`src/rtl/fifo_rd_streamer.sv`:
```
// Pops a requested burst of words from a first-word-fall-through FIFO and
// forwards them on a valid/ready stream through a 2-entry registered buffer.
package async_fifo_pkg;
    localparam int FIFO_DATA_WIDTH = 8;
endpackage

module fifo_rd_streamer
    import async_fifo_pkg::*;
#(
    parameter int DATA_WIDTH = FIFO_DATA_WIDTH,
    parameter int CNT_WIDTH  = 16
) (
    input  logic                 rclk,
    input  logic                 rrst,
    input  logic                 start,
    input  logic [CNT_WIDTH-1:0] len,
    output logic                 busy,
    output logic                 done,
    output logic [CNT_WIDTH-1:0] pop_count,
    fifo_rd_streamer_if.master   bus
);
    typedef enum logic [1:0] {IDLE, RUN, FLUSH} state_t;

    state_t                state;
    state_t                state_nxt;
    logic [CNT_WIDTH-1:0]  remaining;
    logic [DATA_WIDTH-1:0] mem [2];
    logic                  rd_ptr;
    logic                  wr_ptr;
    logic [1:0]            occ;
    logic                  push;
    logic                  pop;

    always_comb begin
        state_nxt = state;
        done      = 1'b0;
        case (state)
            IDLE:  if (start) state_nxt = RUN;
            RUN:   if (remaining == '0) state_nxt = FLUSH;
            FLUSH: begin
                if (occ == 2'd0) begin
                    done      = 1'b1;
                    state_nxt = IDLE;
                end
            end
            default: state_nxt = IDLE;
        endcase
    end

    // Pop only while room remains in the buffer, so it can never overflow.
    assign push = (state == RUN) && !bus.rempty && (remaining != '0)
                  && (occ != 2'd2) && !rrst;
    assign pop  = (occ != 2'd0) && bus.m_ready;

    assign busy        = (state != IDLE);
    assign bus.rinc    = push;
    assign bus.m_valid = (occ != 2'd0);
    assign bus.m_data  = mem[rd_ptr];

    always_ff @(posedge rclk) begin
        if (rrst) begin
            state     <= IDLE;
            remaining <= '0;
            pop_count <= '0;
            occ       <= 2'd0;
            rd_ptr    <= 1'b0;
            wr_ptr    <= 1'b0;
            for (int i = 0; i < 2; i++) mem[i] <= '0;
        end else begin
            state <= state_nxt;
            if (state == IDLE && start) remaining <= len;
            else if (push)              remaining <= remaining - 1'b1;
            if (push) begin
                mem[wr_ptr] <= bus.rdata;
                wr_ptr      <= ~wr_ptr;
                pop_count   <= pop_count + 1'b1;
            end
            if (pop) rd_ptr <= ~rd_ptr;
            occ <= occ + {1'b0, push} - {1'b0, pop};
        end
    end
endmodule

```
`src/rtl/fifo_rd_streamer_if.sv`:
```
// Read-side bundle between the streamer, the FIFO read port and the stream sink.
// master = streamer side, slave = FIFO/sink environment side.
interface fifo_rd_streamer_if #(
    parameter int DATA_WIDTH = 8
);
    logic                  rempty;
    logic [DATA_WIDTH-1:0] rdata;
    logic                  rinc;
    logic                  m_valid;
    logic [DATA_WIDTH-1:0] m_data;
    logic                  m_ready;

    modport master (
        input  rempty, rdata, m_ready,
        output rinc, m_valid, m_data
    );

    modport slave (
        output rempty, rdata, m_ready,
        input  rinc, m_valid, m_data
    );
endinterface

```
`src/flat_wrapper.sv`:
```
// flat-port wrapper written by rule: the top's interface ports become plain ports
module fifo_rd_streamer_flat import async_fifo_pkg::*;
#(
    parameter int DATA_WIDTH = FIFO_DATA_WIDTH,
    parameter int CNT_WIDTH  = 16
)
  (rclk, rrst, start, len, busy, done, pop_count, bus_rempty, bus_rdata, bus_m_ready, bus_rinc, bus_m_valid, bus_m_data);
  fifo_rd_streamer_if #(.DATA_WIDTH(DATA_WIDTH)) bus_i ();
  input  logic rclk;
  input  logic rrst;
  input  logic start;
  input  logic [CNT_WIDTH-1:0] len;
  output logic busy;
  output logic done;
  output logic [CNT_WIDTH-1:0] pop_count;
  input wire logic [$bits(bus_i.rempty)-1:0] bus_rempty;
  input wire logic [$bits(bus_i.rdata)-1:0] bus_rdata;
  input wire logic [$bits(bus_i.m_ready)-1:0] bus_m_ready;
  output wire logic [$bits(bus_i.rinc)-1:0] bus_rinc;
  output wire logic [$bits(bus_i.m_valid)-1:0] bus_m_valid;
  output wire logic [$bits(bus_i.m_data)-1:0] bus_m_data;
  assign bus_i.rempty = bus_rempty;
  assign bus_i.rdata = bus_rdata;
  assign bus_i.m_ready = bus_m_ready;
  assign bus_rinc = bus_i.rinc;
  assign bus_m_valid = bus_i.m_valid;
  assign bus_m_data = bus_i.m_data;
  fifo_rd_streamer #(.DATA_WIDTH(DATA_WIDTH), .CNT_WIDTH(CNT_WIDTH)) u_core (.rclk(rclk), .rrst(rrst), .start(start), .len(len), .busy(busy), .done(done), .pop_count(pop_count), .bus(bus_i));
endmodule
```
`config.mk`:
```
export PLATFORM = sky130hd
export DESIGN_NAME = fifo_rd_streamer_flat
export DESIGN_NICKNAME = d
export VERILOG_FILES = /design/src/rtl/fifo_rd_streamer.sv /design/src/rtl/fifo_rd_streamer_if.sv /design/src/flat_wrapper.sv
export SDC_FILE = /design/constraint.sdc
export NUM_CORES = 1
export LEC_CHECK = 0
export ABC_AREA = 1
export BUFFER_PORTS_ARGS = -buffer_cell sky130_fd_sc_hd__buf_2
export CAP_MARGIN = 20
export CORE_MARGIN = 5
export CORE_UTILIZATION = 40
export CTS_CLUSTER_SIZE = 25
export DETAILED_ROUTE_END_ITERATION = 10
export HOLD_SLACK_MARGIN = 0.15
export PLACE_DENSITY = 0.67
export SETUP_SLACK_MARGIN = 0.4
export SLEW_MARGIN = 20
export SYNTH_ARGS = -nofsm -noshare
export SYNTH_HDL_FRONTEND = slang
export SYNTH_SLANG_ARGS = --single-unit
```
`constraint.sdc`:
```
create_clock -name rclk -period 1.91 [get_ports rclk]
set_input_delay 0.0955 -clock rclk [delete_from_list [all_inputs] [get_ports rclk]]
set_output_delay 0.0955 -clock rclk [all_outputs]
set_load 0.02 [all_outputs]
```
==> impl_metrics.env <==
export IMPL_status="finished clean"
export IMPL_ys_seq_area_share_pct=41.46
export IMPL_clock_sinks=55
export IMPL_cpMostUsedCell="ha_4"
export IMPL_synth_cell_types=27
export IMPL_avgSynthCellArea_um2=6.992
export IMPL_tightest_slew_ps=434.1
export IMPL_path_class="reg -> reg"
export IMPL_synthCells=435
export IMPL_cp_end_kind="flip-flop"
export IMPL_gp_congestion=0.8838
export IMPL_fin_crit_ps=1790
export IMPL_num_rows=31
export IMPL_rr_endpoint="u_core.occ[1]"
export IMPL_fp_dieW_um=97.20
export IMPL_synth_seq_cells=55
export IMPL_timing_hold_ws_ps=168.2
export IMPL_grt_usage_pct=16.32
export IMPL_yosys_area_top_type="dfxtp_1"
export IMPL_grt_ovfl_total=0
export IMPL_grt_max_degree=22
export IMPL_yosys_top_cells_area="dfxtp_1, edfxtp_1, nand2_1"
export IMPL_regArea_um2=1279
export IMPL_slowest_delay_ps=350
export IMPL_leakage_uw=0.002051
export IMPL_max_slew_margin_rel_pct=70.95
export IMPL_multi_input_area_um2=1944
export IMPL_pre_cts_ws_ps=84.57
export IMPL_drt_wl_total_um=7873
export IMPL_setup_tns_final_ps=0
export IMPL_rsz0062_at_grt="yes"
export IMPL_syn_nets=468
export IMPL_grt_pass1_wl_um=13080
export IMPL_finClkSkew_ps=8.374
export IMPL_drc=0
export IMPL_m1WireLength_um=3588
export IMPL_synthFlopType="dfxtp_1"
export IMPL_io_pins=57
export IMPL_power_density_nw_per_um2=796.5
export IMPL_layout_cells_non_filler=635
export IMPL_detail_route_antenna_nets=0
export IMPL_syn2layout_area_growth_pct=45.17
export IMPL_crit_fanout=5
export IMPL_drive_gt1_share_pct=36.38
export IMPL_fmax_mhz=558.8
export IMPL_synth_warnings=0
export IMPL_start_util_pct=41.49
export IMPL_cts_tree="yes"
export IMPL_min_path_cells=3
export IMPL_clk_pin_slew_ps=100
export IMPL_insertion_delay_ps=300
export IMPL_critPathLaunch="u_core.remaining[1]"
export IMPL_cp_slowest_cell="dfxtp_2"
export IMPL_route_top_layer_used="met4"
export IMPL_num_vias=3048
export IMPL_setup_viol=0
export IMPL_slew_viol_final=0
export IMPL_core_region_area_um2=7331
export IMPL_grt_antenna_before_repair=0
export IMPL_cap_violations=0
export IMPL_fillers=633
export IMPL_r2r_setup_slack_ps=120
export IMPL_antenna_cells=0
export IMPL_critPathTopFamily="adder cells"
export IMPL_dr_pass1_iters=4
export IMPL_finalNetCount=568
export IMPL_cts_htree_levels=2
export IMPL_die_height_um=97.20
export IMPL_grt_pass1_vias=2880
export IMPL_dpl_cell_count=590
export IMPL_hold_path_class="in -> reg"
export IMPL_dr_first_iter_drc_count=139
export IMPL_numCtsBuffers=5
export IMPL_vias_per_cell=4.800
export IMPL_path_buf_inv=2
export IMPL_synth_top_area_share_pct=25.67
export IMPL_crit_chain="inv_2 > ha_4 > nand2_4 > nor2_4 > nand2_2 > nand3_4 > ha_4 > inv_2 > ha_4 > xor2_2 > o21ai_1 > a21oi_1"
export IMPL_critPathArrivalTime_ps=1980
export IMPL_hpwl_um=5113
export IMPL_max_clock_path_buffers=2
export IMPL_async_flop_share_pct=0
export IMPL_fp_dieArea_um2=9448
export IMPL_setup_ws_ps=120.4
export IMPL_wl_met2_um=3729
export IMPL_cp_start_kind="flip-flop"
export IMPL_syn_area_um2=3042
export IMPL_whs_endpoint="u_core.remaining[4]"
export IMPL_wl_met3_um=429
export IMPL_r2r_start="u_core.remaining[1]"
export IMPL_min_from="len[4]"
export IMPL_cp_required_ps=2100
export IMPL_final_hold_viol_count=0
export IMPL_wl_per_cell_um=12.40
export IMPL_irDropWorstVdd_mv=0.4146
export IMPL_fin_crit_sh_pct=93.70
export IMPL_r2r_cells=12
export IMPL_portBuffers=56
export IMPL_cts_root_buffer_cell="clkbuf_8"
export IMPL_synth_edf_count=16
[cells in the mapped netlist, types with 6 or more instances]
cell      instances
xor2_1            6
nor3_1            8
edfxtp_1         16
a21oi_1          24
clkbuf_1          6
dfxtp_1          39
nand3_1          27
nor2_1           87
nand2_1         114
inv_1            43
o21ai_0          22
mux2_2            8
[worst max-delay path by stage]
stage / cells after the start / endpoint / slack, ps
2_1_floorplan: 13 / u_core.occ[1] / 30
5_1_grt: 12 / u_core.occ[1] / 40
3_3_place_gp: 12 / u_core.occ[1] / 120
6_report: 12 / u_core.occ[1] / 120
3_5_place_dp: 12 / u_core.occ[1] / 80
4_1_cts: 12 / u_core.occ[1] / 170
[cells by family after synthesis]
family | after synthesis | share of synthesized area (%)
AOI/OAI and AO/OA | 52 | 9.338
xor gates and xnor gates | 10 | 2.879
adders and majority gates | 4 | 1.645
buffers and inverters | 59 | 8.350
DFF | 55 | 41.46
muxes | 8 | 2.962
and+or+nand+nor | 247 | 33.36
[report_power, final]
group	total, µW	internal (µW)	leakage, µW	switching (µW)
combinational	1400	598	0.00152	803
sequential	1480	1330	0.000489	146
clock	638	261	0.0000385	377
[layout by cell type, fill, tap and decap left out, types with 4 or more instances in the layout]
cell and instances:
nand2_1 97, nor2_1 63, buf_2 55, inv_1 39, dfxtp_1 25, nand3_1 24, dlygate4sd3_1 20, buf_4 20
edfxtp_1 16, nor2_2 15, a21oi_2 14, dfxtp_2 14, nand2_4 12, o21ai_0 11, nor2_4 10, a21oi_1 10
o21ai_1 9, mux2_2 8, nand2_2 5, o21bai_1 5, nor3_1 5, xor2_1 5, clkbuf_8 5, inv_2 4
nand2_8 4, nand4_1 4, xnor2_1 4, buf_12 4
[per-layer routing]
metal / GRT usage, % / vias up
met3: 3.589 / 13
met4: 5.292 / 0
met2: 27.23 / 80
met1: 20.92 / 1365
met5: 0 / -
li1: - / 1590
[what timing repair did]
| item | 4_1_cts | 5_1_grt |
|---|---|---|
| setup endpoints to repair | 70 | 68 |
| buffers inserted | 9 | 6 |
| pin swaps | 17 | 11 |
| endpoints found under the hold margin | 27 | 1 |
| cloned | 2 | 0 |
| hold buffers | 19 | 1 |
| resized for setup | 56 | 73 |
[through the flow]
step / util [%] / power, µW / cell area [µm²]
2_1_floorplan: - / 2298 / 3122
3_3_place_gp: 48.27 / 2565 / 3538
3_5_place_dp: 48.27 / 2591 / 3538
4_1_cts: 56.19 / 3371 / 4119
5_1_grt: 60.23 / 3765 / 4415
6_report: 60.23 / 3517 / 4415
[registers in the layout, indices dropped and copies added (netlist names), named ones only]
| signal | cells |
|---|---|
| u_core.mem | 16 |
| u_core.occ | 2 |
| u_core.pop_count | 16 |
| u_core.rd_ptr | 1 |
| u_core.remaining | 16 |
| u_core.state | 2 |
| u_core.wr_ptr | 1 |
[worst register-to-register path, cell delays in order (launching register included)]
cell	delay, ps
dfxtp_2	350
inv_2	40
ha_4	160
nand2_4	80
nor2_4	40
nand2_2	80
nand3_4	110
ha_4	290
inv_2	30
ha_4	150
xor2_2	140
o21ai_1	140
a21oi_1	60
[layout make-up]
class / instances / share of cell area, %
multi-input combinational: 322 / 44.04
sequential: 55 / 28.96
timing repair buffer: 105 / 18.05
inverter: 46 / 4.251
tap: 99 / 2.805
clock buffer: 7 / 1.729
clock inverter: 1 / 0.1700
(Power assumes the default switching activity.)
